`src/rtl/svc_rv_mem_pkg.sv`:
```
// Shared constants and state encoding for the svc_rv behavioural memory models.
package svc_rv_mem_pkg;

   localparam int MEM_TYPE_SRAM = 0;
   localparam int MEM_TYPE_BRAM = 1;

   typedef enum logic {
      IDLE,
      PEND
   } dmem_state_t;

endpackage

```
`src/rtl/svc_rv_dmem_stall_ctl.sv`:
```
// Read-pending tracker for the dmem model: produces a bounded, Mealy stall
// and a saturating count of stall cycles.
module svc_rv_dmem_stall_ctl #(
   parameter int STALL_MAX = 2
) (
   input  logic        clock,
   input  logic        reset,
   input  logic        stall_req,
   input  logic        dmem_ren,
   output logic        dmem_stall,
   output logic [31:0] stall_cnt
);
   import svc_rv_mem_pkg::*;

   localparam logic [2:0] STALL_LIM = 3'(STALL_MAX);

   dmem_state_t state_q, state_d;
   logic [1:0]  run_q, run_d;
   logic        rd_acc;

   always_comb begin
      dmem_stall = !reset && (state_q == PEND) && stall_req && ({1'b0, run_q} < STALL_LIM);
      rd_acc     = dmem_ren && !dmem_stall;
      run_d      = dmem_stall ? run_q + 2'd1 : '0;
      state_d    = state_q;
      case (state_q)
         IDLE:    if (rd_acc) state_d = PEND;
         PEND:    if (!rd_acc && !dmem_stall && !dmem_ren) state_d = IDLE;
         default: state_d = IDLE;
      endcase
   end

   always_ff @(posedge clock) begin
      if (reset) begin
         state_q   <= IDLE;
         run_q     <= '0;
         stall_cnt <= '0;
      end else begin
         state_q <= state_d;
         run_q   <= run_d;
         if (dmem_stall && (stall_cnt != '1)) stall_cnt <= stall_cnt + 32'd1;
      end
   end

endmodule

```
`config.mk`:
```
export PLATFORM = sky130hd
export DESIGN_NAME = svc_rv_dmem_stall_ctl
export DESIGN_NICKNAME = d
export VERILOG_FILES = /design/src/rtl/svc_rv_mem_pkg.sv /design/src/rtl/svc_rv_dmem_stall_ctl.sv
export SDC_FILE = /design/constraint.sdc
export NUM_CORES = 1
export LEC_CHECK = 0
export ABC_AREA = 1
export BUFFER_PORTS_ARGS = -buffer_cell sky130_fd_sc_hd__buf_2
export CORE_MARGIN = 2
export CORE_UTILIZATION = 50
export CTS_BUF_LIST = sky130_fd_sc_hd__clkbuf_8 sky130_fd_sc_hd__clkbuf_16
export DETAILED_ROUTE_END_ITERATION = 8
export PLACE_DENSITY = 0.73
export SETUP_SLACK_MARGIN = 0.05
export SLEW_MARGIN = 20
export SYNTH_ARGS = -nofsm -noshare
export SYNTH_HDL_FRONTEND = slang
export SYNTH_SLANG_ARGS = --single-unit
export TNS_END_PERCENT = 1
```
`constraint.sdc`:
```
create_clock -name clock -period 2.2 [get_ports clock]
set_clock_uncertainty 0.2 [all_clocks]
set_input_delay 0.11 -clock clock [delete_from_list [all_inputs] [get_ports clock]]
set_output_delay 0.11 -clock clock [all_outputs]
set_load 0.05 [all_outputs]
```
==> run_results.csv <==
group,metric,value,unit
sta,whs,0.165,ns
critical_path,worstReg2RegStart,"stall_cnt[0]",
power,max-vdd-ir-drop,256,uV
place,place_ws,0.151,ns
floorplanning,fp.coreArea,3970,um^2
sta,fin_tns_setup,0,ns
power,power_per_cell_area,467,nW/um^2
critical_path,critPathMaxFanout,11,
critical_path,slowest_delay,0.53,ns
power,leakage,1.04,nW
detailed_routing,num_vias,2202,
floorplanning,die_h,68.0,um
layout,drive_above_1_share,19.3,%
layout,syn_to_final_growth,17.8,%
hold_path,min_from,"stall_req",
sta,rsz0062_at_grt,"true",
clock_network,clockBufferDepth,2,
layout,stdcell_count,428,
synth,avgSynthCellArea,6.17,um^2
floorplanning,die_x,68.0,um
clock_network,htreeDepth,2,
sta,setup_viol,0,
critical_path,cp-end-kind,"output pin",
synth,synthDistinctLibCells,24,
layout,post-route-util,60.7,%
detailed_routing,drtAntennaViolNets,0,
detailed_routing,drtIter0Drc,156,
detailed_routing,viasPerCell,5.14,
layout,nets,382,
place,gp_congestion,0.906,
global_routing,grt_max_degree,30,
synth,yosysWarnings,0,
critical_path,r2r_setup_slack,0.22,ns
sta,fin_crit_sh,90.5,%
layout,finalInstanceArea,2410,um^2
clock_network,clk_pin_slew,0.07,ns
place,dp.cells,418,
synth,synth_fp_nets,337,
critical_path,critPathBufInv,5,
clock_network,tritoncts,"built",
global_routing,overflow,0,
sta,worst_slew_pin_slew,0.466,ns
detailed_routing,drtPass1Iterations,5,
critical_path,path_cells,"dlygate4sd3_1 > buf_2 > nor2_1 > nand2_1 > buf_4 > inv_2 > buf_2",
synth,syn-instance-count,332,
detailed_routing,wl,5210,um
detailed_routing,drc_errors,0,
global_routing,grt_pass1_wl,8730,um
clock_network,cts.sinks,35,
floorplanning,die-area,4620,um^2
global_routing,antenna_found_initial,0,
critical_path,startpoint_type,"primary input",
detailed_routing,wire_per_inst,12.2,um
critical_path,crit_required,1.89,ns
sta,slew_headroom,68.9,%
global_routing,grt.total_usage,25.4,%
place,place.port_buffers,36,
critical_path,criticalPathCategory,"in2out",
layout,regArea,703,um^2
critical_path,r2r-end,"stall_cnt[27]",
floorplanning,ios,37,
sta,fmax,0.502,GHz
critical_path,rr_worst_depth,9,
clock_network,ctsRootBufferMaster,"clkbuf_8",
hold_path,min_path_type,"in2reg",
floorplanning,row_count,23,
critical_path,cp_data_arrival_time,1.68,ns
layout,multi_input_area,1200,um^2
power,power.total,1.13,mW
layout,antenna_cells,0,
layout,fillCellCount,403,
run,cap_violations,0,
synth,ys_seq_area_share,34.2,%
global_routing,grt_pass1_vias,1971,
floorplanning,start_util,51.5,%
clock_network,insertion_delay,0.29,ns
sta,hold_violations,0,
critical_path,cp-startpoint,"reset",
synth,ys_ff_latch,35,
clock_network,cts_buffers,5,
place,place_area,2310,um^2
clock_network,post-cts-setup-buffer-count,0,
synth,syn_area,2050,um^2
critical_path,cp_slowest_cell,"dlygate4sd3_1",
run_status,outcome,"completed",
sta,min_period,1.99,ns
critical_path,cp_top_family,"buffers and inverters",
sta,setup_ws,0.209,ns
hold_path,whs_path_depth,6,
critical_path,crit_path_frequent_cell,"buf_2",
place,dp_hpwl,4120,um
sta,slew_violations,0,
## repair_timing
action | 4_1_cts | 5_1_grt
setup endpoints to repair | 0 | 9
endpoints found under the hold margin | 5 | 0
resized for setup | 0 | 1
hold buffers | 2 | 0
## sequential cells by signal (all words and copies together), names as in the netlist, named ones only
signal and count:
stall_cnt 32, run_q 2
## Yosys cell counts, drive strengths merged
cell | n | area, um^2
clkbuf | 2 | 7.51
o21ai | 1 | 5.00
a21oi | 26 | 164
ha | 1 | 12.5
nor3 | 3 | 15.0
a31oi | 3 | 18.8
buf | 7 | 46.3
dfxtp | 35 | 701
nor2 | 87 | 352
xnor2 | 1 | 8.76
nand3 | 37 | 185
inv | 26 | 97.6
and2 | 1 | 6.26
nand2 | 90 | 345
xor2 | 1 | 8.76
nand3b | 1 | 11.3
nand4 | 10 | 62.6
## worst register-to-register path: stages (launching register included)
cell and delay [ns]:
dfxtp_2 0.37, ha_1 0.20, nand2_1 0.08, nor2_1 0.18
nand2_2 0.12, nor2_4 0.16, nand3b_2 0.08, buf_4 0.24
a21oi_1 0.20, nor2_1 0.06
## metal layers
metal	GRT usage [%]	share of wire, %	up-vias
met5	0	0	-
met4	10.8	1.6	0
met3	6.09	5.1	9
met2	43.4	48	62
met1	30.2	45	979
li1	-	-	1152
## how the worst max path moves through the flow
stage                     to  slack (ns)  cells after the start
2_1_floorplan  stall_cnt[23]        0.13                      9
3_3_place_gp    stall_cnt[2]        0.21                      9
3_5_place_dp    stall_cnt[1]        0.15                      9
4_1_cts         stall_cnt[8]        0.12                      9
5_1_grt        stall_cnt[20]        0.03                     11
6_report          dmem_stall        0.21                      7
## power breakdown
group	total (mW)	leakage [nW]	internal (mW)	switching [mW]
clock	0.441	0.0505	0.213	0.228
sequential	0.638	0.283	0.636	0.00190
combinational	0.0466	0.706	0.0158	0.0308
total	1.13	1.04	0.865	0.261
## cells by family (layout without fill, tap and decap cells)
family | after synthesis | after routing | synth area share, %
compound gates | 30 | 30 | 9.17
xor+xnor | 2 | 2 | 0.856
fa+ha+maj | 1 | 1 | 0.611
buf+inv | 35 | 81 | 7.40
flops | 35 | 35 | 34.2
simple gates | 229 | 229 | 47.7
## layout by cell type, fill, tap and decap left out, types with 3 or more instances in the layout
cell	instances
nor3_1	3
nand4_1	10
nand2_1	87
a21oi_2	9
a21oi_1	17
buf_2	36
clkbuf_8	5
nand3_1	37
buf_4	9
inv_1	27
nor2_1	81
nor2_2	4
dfxtp_1	33
a31oi_1	3
## cell type report
class | count | area share [%]
clock buffers | 5 | 2.85
clock inverters | 3 | 0.519
inverters | 26 | 4.05
multi-input cells | 262 | 49.7
flip-flops and latches | 35 | 29.1
well taps | 50 | 2.59
repair buffers | 47 | 11.1
Power figures use the tool's default switching activity.
